**src/rtl/ram_sp_clr.sv**
```systemverilog
// Single-port synchronous RAM with byte-enable writes,
// optional output register, and a clear engine that fills the array.
//
// Ports:
//   clk      - clock, all state changes on rising edge
//   rst      - asynchronous active-high reset
//   en       - access strobe, ignored while busy
//   wr       - 1 = write, 0 = read (qualified by en)
//   be       - byte enables for writes
//   addr     - word address
//   din      - write data
//   clr_req  - single-cycle request to re-clear the array
//   dout     - read data, holds between reads
//   dout_vld - one-cycle pulse with new dout
//   busy     - clear engine running, accesses ignored
module ram_sp_clr #(
  parameter int unsigned       DATA_W  = 8,
  parameter int unsigned       ADDR_W  = 3,
  parameter bit                OUT_REG = 1'b0,
  parameter logic [DATA_W-1:0] CLR_VAL = '0
) (
  input  logic                clk,
  input  logic                rst,
  input  logic                en,
  input  logic                wr,
  input  logic [DATA_W/8-1:0] be,
  input  logic [ADDR_W-1:0]   addr,
  input  logic [DATA_W-1:0]   din,
  input  logic                clr_req,
  output logic [DATA_W-1:0]   dout,
  output logic                dout_vld,
  output logic                busy
);

  localparam int unsigned NB    = DATA_W / 8;
  localparam int unsigned DEPTH = 2 ** ADDR_W;

  typedef enum logic {
    S_CLEAR = 1'b0,
    S_IDLE  = 1'b1
  } state_t;

  state_t            r_state;
  state_t            w_state_nxt;
  logic [ADDR_W-1:0] r_cnt;
  logic [ADDR_W-1:0] w_cnt_nxt;
  logic              w_acc;
  logic              w_wr;
  logic              w_rd;
  logic              w_last;
  logic [DATA_W-1:0] w_rdata;
  logic [DATA_W-1:0] r_dout;
  logic              r_dout_vld;

  logic [DATA_W-1:0] r_mem [DEPTH];

  // DEPTH is a power of two, so the last address is all ones
  assign w_last = &r_cnt;

  always_ff @(posedge clk or posedge rst) begin
    if (rst) begin
      r_state <= S_CLEAR;
      r_cnt   <= '0;
    end else begin
      r_state <= w_state_nxt;
      r_cnt   <= w_cnt_nxt;
    end
  end

  always_comb begin
    w_state_nxt = r_state;
    w_cnt_nxt   = r_cnt;
    w_acc       = 1'b0;
    busy        = 1'b0;
    case (r_state)
      S_CLEAR: begin
        busy      = 1'b1;
        w_cnt_nxt = r_cnt + 1'b1;
        if (w_last) begin
          w_state_nxt = S_IDLE;
          w_cnt_nxt   = '0;
        end
      end
      S_IDLE: begin
        // clear request wins over a same-cycle access
        if (clr_req) begin
          w_state_nxt = S_CLEAR;
          w_cnt_nxt   = '0;
        end else begin
          w_acc = en;
        end
      end
    endcase
  end

  assign w_wr = w_acc & wr;
  assign w_rd = w_acc & ~wr;

  always_ff @(posedge clk) begin
    if (r_state == S_CLEAR) begin
      r_mem[r_cnt] <= CLR_VAL;
    end else if (w_wr) begin
      for (int i = 0; i < NB; i++) begin
        if (be[i]) begin
          r_mem[addr][8*i +: 8] <= din[8*i +: 8];
        end
      end
    end
  end

  assign w_rdata = r_mem[addr];

  generate
    if (OUT_REG) begin : g_oreg
      logic [DATA_W-1:0] r_p_data;
      logic              r_p_vld;

      // second stage runs regardless of busy so an
      // in-flight read completes across a clear request
      always_ff @(posedge clk or posedge rst) begin
        if (rst) begin
          r_p_data   <= '0;
          r_p_vld    <= 1'b0;
          r_dout     <= '0;
          r_dout_vld <= 1'b0;
        end else begin
          r_p_vld    <= w_rd;
          r_dout_vld <= r_p_vld;
          if (w_rd) begin
            r_p_data <= w_rdata;
          end
          if (r_p_vld) begin
            r_dout <= r_p_data;
          end
        end
      end
    end else begin : g_direct
      always_ff @(posedge clk or posedge rst) begin
        if (rst) begin
          r_dout     <= '0;
          r_dout_vld <= 1'b0;
        end else begin
          r_dout_vld <= w_rd;
          if (w_rd) begin
            r_dout <= w_rdata;
          end
        end
      end
    end
  endgenerate

  assign dout     = r_dout;
  assign dout_vld = r_dout_vld;

endmodule
```
**config.mk**
```make
export PLATFORM = sky130hd
export DESIGN_NAME = ram_sp_clr
export DESIGN_NICKNAME = d
export VERILOG_FILES = /design/src/rtl/ram_sp_clr.sv
export SDC_FILE = /design/constraint.sdc
export NUM_CORES = 1
export LEC_CHECK = 0
export CAP_MARGIN = 10
export CELL_PAD_IN_SITES_DETAIL_PLACEMENT = 1
export CELL_PAD_IN_SITES_GLOBAL_PLACEMENT = 2
export CORE_MARGIN = 5
export CORE_UTILIZATION = 47
export CTS_BUF_LIST = sky130_fd_sc_hd__clkbuf_8
export DETAILED_ROUTE_END_ITERATION = 16
export PLACE_DENSITY = 0.91
export SLEW_MARGIN = 10
export SYNTH_ARGS = -nofsm -noshare
export SYNTH_HDL_FRONTEND = slang
export SYNTH_SLANG_ARGS = --single-unit
```
**constraint.sdc**
```tcl
create_clock -name clk -period 4.2 [get_ports clk]
set_clock_uncertainty 0.2 [all_clocks]
set_input_delay 0.42 -clock clk [delete_from_list [all_inputs] [get_ports clk]]
set_output_delay 0.42 -clock clk [all_outputs]
set_load 0.1 [all_outputs]
```
# ---- Word level (Yosys, flattened, before mapping)
# Memory sizes are Yosys's and may differ from the RTL's. A register that Yosys moved wholly into a read port is not among the register bits.
# Index checks and enable logic that the tools add are counted.
dict set report classes {
  reduce_logical 2
  n_addsub 1
  n_div 0
  n_eq_ne 1
  bitwise_logic 4
  magnitude_cmp 0
  multipliers 0
  n_mux 16
  shift 0
}
# op n
set ops {}
lappend ops {{$mux W1} 10}
lappend ops {{$mux W3} 3}
lappend ops {{$mux W8} 1}
lappend ops {{$reduce_or A8 Y1} 1}
lappend ops {{$pmux W3 S2} 1}
lappend ops {{$add A3 B1 Y3 const B} 1}
lappend ops {{$reduce_and A3 Y1} 1}
lappend ops {{$and A1 B1 Y1} 2}
lappend ops {{$ne A2 B2 Y1 const B} 1}
lappend ops {{$not A1 Y1} 2}
lappend ops {{$pmux W1 S2} 1}
dict set report totals {
  output_inout_bits 10
  regBits 5
  ram_bits 64
  latch_bits 0
  n_memories 1
  inputBits 17
  word_cells 28
  mem_bits_ro 0
}
# memory depth width rd rd_ports_with_merged_regs write_ports line
set memory_table {}
lappend memory_table {r_mem 8 8 1 1 1 55} ;# logic [DATA_W-1:0] r_mem [DEPTH];

# ---- Longest topological paths before layout
dict set report logic_depth {
  depth_word 8
  depth_mapped 6
  ltp_nobuf 5
}

# ---- Worst setup path after synthesis
# Ideal clock, no wire load.
dict set report synth_timing {
  kind {flip-flop to flip-flop}
  startpoint {register r_state}
  endpoint {memory r_mem[5][0], enable pin}
  path_slack_ns 1.824
  t_required_ns 3.624
  arrival_ns 1.800
  synth_period_minus_slack_ns 2.376
  n_path_buf 0
  setup_ns 0.376
  stages_incl_launch_ff 4
  path_cell_list {dfrtp_1 > inv_1 > nand2_1 > o22ai_1}
}
dict set report synth_between {
  word_cells_on_any_way 9
  cone_classes {mux (7); bitwise (1); reduce/logical (1)}
}
# element line
set synth_lines {}
lappend synth_lines {{from (decl)} 43} ;# state_t r_state;
lappend synth_lines {{from (signal assigned)} 65} ;# r_state <= w_state_nxt;
lappend synth_lines {{$mux W1} -}
lappend synth_lines {{net busy} 32} ;# output logic busy
lappend synth_lines {{$mux W1 (no line)} -}
lappend synth_lines {{to (decl)} 55}
# The timed path passes the listed nets, and every way through them passes these cells.

# ---- Final worst setup path
dict set report layout_timing {
  startpoint {input port addr[1]}
  endpoint {memory r_mem[2][3], enable pin}
}
dict set report layout_between {
  elab_chain_cells 1
}
# element line
set layout_rtl {}
lappend layout_rtl {{from (decl)} 27} ;# input logic [ADDR_W-1:0] addr,
lappend layout_rtl {{$mux W3 (no line)} -}
# No other way between the ends.

==> reports/summary.txt <==
Setup CP Type: in2reg
TritonCTS buffer count: 9
crit-path leading delay family: compound AO/OA/AOI/OAI gates
crit path DAT: 2.57 ns
total grt overflow: 0
Initial DRC Count: 86
Final GP Congestion: 0.7992
# DRC: 0
Crit. End Element: register
placement row count: 30
Achievable Freq: 357.9 MHz
nets: 261
post_cts resized: 0
total track usage: 0.1771
top-count cell post-synth: edfxtp_1
hpwl dp: 4763 µm
Worst Path Required: 3.98 ns
Rel. slew slack: 0.3134
Routed WL: 7008 µm
IO Pins: 27
ANT cells: 0
Bufs and invs on worst path: 1
fin crit share: 0.6653
fin. max-slew vios: 0
Max FO, Critical Path: 11
Via density: 5.341
Critical Path Max Stage Delay: 0.76 ns
final hold vios: 0
Post-synth EDFFs: 64
Post-Synthesis Cells: 213
Area Growth Syn to Fin: 14.76%
max_cap viols: 0
Port Buffers: 26
Die W: 93.44 µm
Slowest-stage cell, CP: o22ai_1
initial antenna violation count: 0
Post-CTS Repair Setup Buffers: 0
pwr dens: 686.6 nW/µm²
Synth top area share: 0.5874
Syn Area/Cell: 15.36 µm²
post-route minimum period: 2.794 ns
largest net degree at the start of global routing: 25
Max Buffers Root-to-Sink: 2
Seq/Total Area, Yosys: 0.6868
detailed-route via count: 1832
Yosys top cell by area: edfxtp_1
number of global-route vias before repair: 1897
Root Driver: clkbuf_8
Worst Setup SP: addr[1]
synth unique cells: 29
Clk pin slew, worst setup/hold paths: 0.09 ns
worst-margin pin slew: 1.030 ns
r2r startpoint: r_state
Post-Syn Nets: 232
Initial Utilization: 0.4816
Mapped Area: 3272 µm²
ranking of synthesized cells by area: edfxtp_1, mux2i_1, dfrtp_1, a22oi_1, nand2_1
fillers: 654
Core ar.: 6794 µm²
HP Class: in2async
share of layout cells above drive strength 1: 0.09717
CTS tree: yes
Post-CTS Hold Buffers: 0
Chip Height: 93.44 µm
setup TNS: 0 ns
CTS sink cnt: 77
Synth async-reset ratio: 0.1688
ANT nets after route: 0
Leak: 1.420 nW
top cells by instance count after synthesis: edfxtp_1, mux2i_1, nand2_1, a22oi_1, dfrtp_1
#FFs+latches synth: 77
DRT Pass-1 Iters: 4
DIE AREA: 8730 µm²
Post-synth top flop: edfxtp_1
RSZ-0062 raised after global routing: false
H-tree Lvls: 3
outcome: complete, no violations
first-pass GRT wire length: 10830 µm
CP cell instances: clkdlybuf4s50_1 > nor2b_1 > a21oi_1 > o22ai_1
worst-case vdd ir drop: 0.0002496 V
Layout Utilization: 0.5527
yosys warns: 0
per-cell routed wire length: 20.43 µm
clock latency on the worst-skew pair: 0.36 ns
final setup fails: 0
CP Launch Type: primary input
## layout by cell type, fill, tap and decap left out
| master | count |
|---|---|
| edfxtp_1 | 64 |
| mux2i_1 | 36 |
| clkdlybuf4s50_1 | 25 |
| nand2_1 | 22 |
| a22oi_1 | 16 |
| dfrtp_1 | 13 |
| and2_1 | 10 |
| clkbuf_8 | 9 |
| nand3_1 | 8 |
| o22ai_1 | 6 |
| nor2_1 | 4 |
| nor2b_1 | 4 |
| inv_1 | 4 |
| a21oi_1 | 3 |
| clkinvlp_4 | 3 |
| nand2_2 | 2 |
| a22o_1 | 2 |
| ha_1 | 2 |
| inv_6 | 2 |
| nand3b_4 | 1 |
| or2_1 | 1 |
| clkinv_8 | 1 |
| or2_2 | 1 |
| nor2_8 | 1 |
| nor4_2 | 1 |
| o21ai_1 | 1 |
| o2bb2ai_1 | 1 |
| a21o_1 | 1 |
| bufinv_16 | 1 |
| buf_2 | 1 |
| buf_4 | 1 |
## path summary, 6_finish.rpt
| path | end | slack [ns] | cells past startpoint |
|---|---|---|---|
| worst min register to register | dout[1] | 0.28 | 2 |
| min in group clk | dout[1] | 0.28 | 2 |
| max in group asynchronous | dout[0] | 3.29 | 2 |
| worst max-delay path | r_mem[2][3] | 1.41 | 4 |
| worst min-delay path | dout[5] | 0.18 | 2 |
| worst max register to register | r_mem[7][5] | 1.82 | 4 |
## per-stage QoR
stage | area (µm²) | worst slack [ns] | hold slack [ns] | total power [mW] | instances
floorplan | 3272 | 1.824 | 0.09696 | 1.794 | 213
global placement | 3557 | 1.187 | 0.2594 | 2.005 | 327
detailed placement | 3557 | 1.032 | 0.2626 | 2.036 | 327
CTS | 3755 | 1.392 | 0.1865 | 2.599 | 343
global route | 3755 | 1.224 | 0.2273 | 2.708 | 343
finish | 3755 | 1.406 | 0.1762 | 2.578 | 343
## cell type report
class / instances / area [µm²] / area share
timing repair buffer: 27 / 262.8 / 0.06998
sequential: 77 / 2247 / 0.5985
clock buffer: 9 / 123.9 / 0.03299
inverter: 4 / 27.53 / 0.007331
clock inverter: 7 / 73.82 / 0.01966
tap: 96 / 120.1 / 0.03199
multi-input combinational: 123 / 899.6 / 0.2396
## worst reg2reg max path: cells and delay by family (launching register included)
kind            cells  cell delay (ns)
mux                 1             0.13
simple gates        2             0.43
compound gates      1             0.81
flops               1             0.43
## registers in the layout, indices dropped and copies added, names as in the netlist
register / flops
r_state: 1
dout_vld: 1
r_cnt: 3
r_mem: 64
dout: 8
## where the power goes
group | internal [mW] | switching, mW | total [mW] | leakage, nW
logic | 0.218 | 0.622 | 0.840 | 0.566
clock network | 0.276 | 0.287 | 0.563 | 0.0937
registers | 1.09 | 0.0883 | 1.17 | 0.761
total | 1.58 | 0.997 | 2.58 | 1.42
## cells by family (layout without fill, tap and decap cells)
kind of cell               after synthesis  count (layout)  synth area share
DFF                                     77              77            0.6868
AOI/OAI and AO/OA                       30              30           0.06463
buffers and inverters                   13              47           0.03824
muxes                                   36              36            0.1101
and+or+nand+nor                         55              55           0.09254
adders and majority gates                2               2          0.007647
## per-layer routing
layer / global-route usage / up-vias / part of all wire
met3: 0.04264 / 14 / 0.052
met4: 0.08669 / 0 / 0.027
met1: 0.2330 / 913 / 0.44
li1: - / 864 / -
met5: 0 / - / 0
met2: 0.2740 / 41 / 0.48
(Power assumes the default switching activity.)
